==> src/rtl/ft_input_packer.sv <==
// ft_input_packer: frames the FT245 receive byte stream into command/address/data packets.
// A packet is 0xCD, a 32-bit command, a 32-bit address and N data words, all MSB first;
// N = command[27:0]. Each completed word is handed to the wishbone master with an ih_ready
// pulse. Define FT_INPUT_TIMEOUT_EN to abort partial packets after TIMEOUT_CYCLES idle clocks.
module ft_input_packer #(
    parameter int unsigned TIMEOUT_CYCLES = 1024,
    parameter int unsigned ERR_CNT_WIDTH  = 8
) (
    input  logic                     clk,
    input  logic                     rst_n,
    input  logic [7:0]               byte_i,
    input  logic                     byte_valid_i,
    output logic                     byte_ready_o,
    input  logic                     master_ready,
    output logic                     ih_ready,
    output logic [31:0]              in_command,
    output logic [31:0]              in_address,
    output logic [27:0]              in_data_count,
    output logic [31:0]              in_data,
    output logic                     busy_o,
    output logic [ERR_CNT_WIDTH-1:0] sync_err_cnt
);

    typedef enum logic [1:0] {StIdle, StCmd, StAddr, StData} state_e;

    state_e      state;
    logic        word_pending;
    logic        byte_ready_q;
    logic [1:0]  byte_idx;
    logic [27:0] words_left;

    logic accept;
    logic pulse;
    logic err_sat;

    assign accept       = byte_valid_i & byte_ready_q;
    // The master sees the word in the first cycle it is ready; the holding register frees then.
    assign pulse        = word_pending & master_ready;
    assign ih_ready     = pulse;
    assign byte_ready_o = byte_ready_q;
    assign busy_o       = (state != StIdle);
    assign err_sat      = &sync_err_cnt;

`ifdef FT_INPUT_TIMEOUT_EN
    logic [31:0] idle_cnt;
`else
    logic unused_timeout;
    assign unused_timeout = ^TIMEOUT_CYCLES;
`endif

    // Packet framing FSM with the single word holding register and error counter.
    always_ff @(posedge clk or negedge rst_n) begin
        if (!rst_n) begin
            state         <= StIdle;
            word_pending  <= 1'b0;
            byte_ready_q  <= 1'b0;
            byte_idx      <= 2'd0;
            words_left    <= 28'd0;
            in_command    <= 32'd0;
            in_address    <= 32'd0;
            in_data_count <= 28'd0;
            in_data       <= 32'd0;
            sync_err_cnt  <= '0;
`ifdef FT_INPUT_TIMEOUT_EN
            idle_cnt      <= 32'd0;
`endif
        end else begin
            // Ready stays low while a word waits; it returns the cycle after the pulse.
            byte_ready_q <= ~word_pending | pulse;

            if (pulse) begin
                word_pending <= 1'b0;
                if (words_left == 28'd0) begin
                    state <= StIdle;
                end
            end

            if (accept) begin
                byte_idx <= byte_idx + 2'd1;
                unique case (state)
                    StIdle: begin
                        if (byte_i == 8'hCD) begin
                            state    <= StCmd;
                            byte_idx <= 2'd0;
                        end else if (!err_sat) begin
                            sync_err_cnt <= sync_err_cnt + 1'b1;
                        end
                    end
                    StCmd: begin
                        in_command <= {in_command[23:0], byte_i};
                        if (byte_idx == 2'd3) begin
                            in_data_count <= {in_command[19:0], byte_i};
                            state         <= StAddr;
                        end
                    end
                    StAddr: begin
                        in_address <= {in_address[23:0], byte_i};
                        if (byte_idx == 2'd3) begin
                            state      <= StData;
                            words_left <= in_data_count;
                            // An empty packet still produces one pulse carrying zero data.
                            if (in_data_count == 28'd0) begin
                                word_pending <= 1'b1;
                                byte_ready_q <= 1'b0;
                                in_data      <= 32'd0;
                            end
                        end
                    end
                    StData: begin
                        in_data <= {in_data[23:0], byte_i};
                        if (byte_idx == 2'd3) begin
                            word_pending <= 1'b1;
                            byte_ready_q <= 1'b0;
                            if (words_left != 28'd0) begin
                                words_left <= words_left - 28'd1;
                            end
                        end
                    end
                    default: state <= StIdle;
                endcase
            end

`ifdef FT_INPUT_TIMEOUT_EN
            // Idle clocks inside a packet count toward abort; a waiting word never times out.
            if (accept || pulse) begin
                idle_cnt <= 32'd0;
            end else if (state != StIdle && !byte_valid_i && !word_pending) begin
                if (idle_cnt == TIMEOUT_CYCLES - 1) begin
                    state    <= StIdle;
                    byte_idx <= 2'd0;
                    idle_cnt <= 32'd0;
                    if (!err_sat) begin
                        sync_err_cnt <= sync_err_cnt + 1'b1;
                    end
                end else begin
                    idle_cnt <= idle_cnt + 32'd1;
                end
            end
`endif
        end
    end

endmodule
==> config.mk <==
export PLATFORM = sky130hd
export DESIGN_NAME = ft_input_packer
export DESIGN_NICKNAME = d
export VERILOG_FILES = /design/src/rtl/ft_input_packer.sv
export SDC_FILE = /design/constraint.sdc
export NUM_CORES = 1
export LEC_CHECK = 0
export BUFFER_PORTS_ARGS = -buffer_cell sky130_fd_sc_hd__buf_4
export CORE_MARGIN = 5
export CORE_UTILIZATION = 50
export CTS_CLUSTER_DIAMETER = 150
export DETAILED_ROUTE_END_ITERATION = 12
export PLACE_DENSITY = 0.83
export SLEW_MARGIN = 20
export SYNTH_ARGS = -nofsm -noshare
export SYNTH_HDL_FRONTEND = slang
export SYNTH_SLANG_ARGS = --single-unit
==> constraint.sdc <==
create_clock -name clk -period 3 [get_ports clk]
set_input_delay 0.15 -clock clk [delete_from_list [all_inputs] [get_ports clk]]
set_output_delay 0.15 -clock clk [all_outputs]
set_load 0.02 [all_outputs]
==> run metrics <==
asr flop ratio synth=100%; top cells by area, synth=dfrtp_1 (56%), mux2_2 (14%), mux2i_1 (4.3%); top-area cell type share of the netlist area=56.3%; via count=5585; Congestion Overflow GR=0; slew margin rel.=48.6%; Synth Flop Type=dfrtp_1; HP Start=byte_i[0]; mapped cell area=7380 µm²; Final Critical Period=2.45 ns; crit path kind=reg -> reg; IO Port Bufs=146; layout cells sized above 1=36.9%; Filler Cell Count=1141; HPWL Detailed=13000 µm; Post-synth EDFFs=0; Final ANT Viol Nets=0; number of cell rows=44; HP Class=in -> reg; library cells used by synthesis=51; synthesized area per cell=11.6 µm²; worst reg-to-reg setup slack=0.55 ns; Startpoint Class=flip-flop; H-tree depth=4; residual DRC count=0; leakage=4.83 nW; Multi-input gate area=2960 µm²; TritonCTS buffer count=17; DR iter-0 viols=624; Skew-Pair Late Insertion Delay=0.42 ns; Max Root-Sink Buffers=2; initial antenna violation count=0; CTS tree=done; area delta synth->final=26.4%; Ports=147; Slew @ Worst Pin=0.768 ns; Via density=5.68; vias in the first global route=5447; clk root buf=clkbuf_16; worst hold margin=0.0174 ns; Sinks on Clock Net=166; Cells on Worst Hold Path=3; clk slew on worst S/H paths=0.06 ns; Die W=132 µm; core area=14500 µm²; largest net degree at the start of global routing=59; GP Congestion=0.871; CP max FO=5; area occupied by registers=4150 µm²; Initial DRT Pass Iterations=5; Post-CTS Resized=0; #FFs+latches synth=166; Starting Density=50.8%; Tot GR Track Use=21.5%; Final period util=81.7%; Req. time, crit path=3.31 ns; Synth area leader=dfrtp_1; post-layout util=64.2%; max_cap viols=0; Die Span Y=132 µm; critical path capture point type=flip-flop; TNS Setup=0 ns; Final Hold Fails=0; worst flop-to-flop path endpoint=state[1]; Detailed Route WL=18700 µm; full die area=17300 µm²; maximum vdd drop=0.478 mV; status=complete, no violations; Highest Clock Rate=408 MHz; Final Max Slew Viols=0; final setup fails=0; Worst Hold Endpoint=in_data[0]; Final Net Count=801; CP Data Arrival Time=2.76 ns; Synthesized Nets=650; pwr/cell area=933 nW/µm²; RSZ-0062 raised after global routing=false; Reg2Reg Launch Point=words_left[0]; global-route wire length before repair=30000 µm; Syn. warnings=0; post-synthesis sequential area ratio=56.3%; n_diodes=0; Post-Route Skew=0.00915 ns; worst r2r path cells=7; Syn Inst Count=635; Post-CTS Setup Inserts=0; WL/cell=19.0 µm
[logic make-up after synthesis]
| family | after synthesis | share of synthesized area, % |
|---|---|---|
| AOI/OAI and AO/OA | 102 | 8.29 |
| DFF | 166 | 56.3 |
| muxes | 125 | 18.5 |
| buffers and inverters | 69 | 3.98 |
| adders and majority gates | 3 | 0.509 |
| and+or+nand+nor | 163 | 11.6 |
| xor gates and xnor gates | 7 | 0.831 |
[how the worst max path moves through the flow]
stage,end,start,cells after the start
2_1_floorplan,words_left[24],words_left[0],7
3_5_place_dp,state[1],words_left[0],7
6_report,state[1],words_left[0],7
5_1_grt,words_left[11],words_left[12],6
3_3_place_gp,state[1],words_left[0],7
4_1_cts,state[1],words_left[0],7
[layout by cell type (no fill, tap or decap), types with 2 or more instances in the layout]
cell type,n
clkinv_2,3
o2bb2ai_1,2
nor4b_1,2
bufinv_16,3
nor4_1,18
ha_1,3
mux2_2,93
nor3b_1,2
xnor2_1,6
a21oi_1,31
a32oi_1,3
mux2i_1,32
or4_1,5
a21o_1,3
nand3_1,5
nor3_1,17
clkbuf_16,17
a31oi_1,7
or4_4,2
inv_1,38
dlygate4sd3_1,3
o22a_1,9
nor2_1,28
clkbuf_1,4
and2_1,2
o21ai_0,35
nand4_1,10
nand3b_1,2
dfrtp_1,166
or2_2,2
nand2_1,48
and3_1,5
clkbuf_8,3
or3_1,5
a22oi_1,3
buf_4,158
[area by class of cell]
type,count,area share (%)
clock buffer,24,5.16
clock inverter,8,1.30
inverter,38,1.53
multi-input combinational,400,31.7
sequential,166,44.5
tap,184,2.47
timing repair buffer,163,13.4
[routing by layer]
metal / vias to the layer above / part of all wire (%) / GRT usage (%)
met2: 180 / 49 / 34.0
met5: - / 0 / 0
met4: 0 / 2.3 / 7.20
li1: 2575 / - / -
met3: 31 / 5.8 / 5.66
met1: 2799 / 43 / 28.9
[critical path, cell delays in order, from the launching register on]
cell      delay, ns
dfrtp_1        0.41
inv_1          0.09
ha_1           0.21
or3b_2         0.50
or3_1          0.36
nor4_1         0.40
o211ai_1       0.17
a21o_1         0.20
[where the power goes]
part,leakage (nW),switching (mW),total (mW),internal (mW)
combinational,2.42,1.63,3.02,1.39
clock,0.294,0.857,2.23,1.37
sequential,2.12,0.630,3.46,2.83
total,4.83,3.12,8.71,5.59
[registers in the layout, summed over array words and instances, names as in the netlist]
| register | count |
|---|---|
| in_address | 32 |
| in_command | 32 |
| in_data | 32 |
| in_data_count | 28 |
| words_left | 28 |
| sync_err_cnt | 8 |
| byte_idx | 2 |
| state | 2 |
| byte_ready_o | 1 |
| word_pending | 1 |
[synth_stat cells (all sizes together), types with 3 or more instances]
cell / count
buf: 7
nor4b: 3
ha: 3
nand3: 5
nor3: 17
clkbuf: 24
xnor2: 6
nor4: 19
or3: 5
nand4: 10
dfrtp: 166
a21o: 3
o22a: 10
o21ai: 36
nand2: 48
a21oi: 32
and2: 4
and3: 5
a22oi: 3
inv: 38
mux2i: 32
nor2: 28
or4: 8
mux2: 93
nor3b: 3
a31oi: 7
a32oi: 3
[per-stage QoR]
step	area [µm²]	instances	power (mW)	setup slack, ns
2_1_floorplan	7380	635	5.13	0.795
3_3_place_gp	8700	948	6.42	0.697
3_5_place_dp	8700	948	6.50	0.604
4_1_cts	9320	982	8.75	0.593
5_1_grt	9330	983	9.14	0.371
6_report	9330	983	8.71	0.549
[repair_timing]
action | 4_1_cts | 5_1_grt
endpoints found under the hold margin | 56 | 1
hold buffers | 2 | 1
endpoints found under the setup margin | 0 | 0
(Power assumes the default switching activity.)
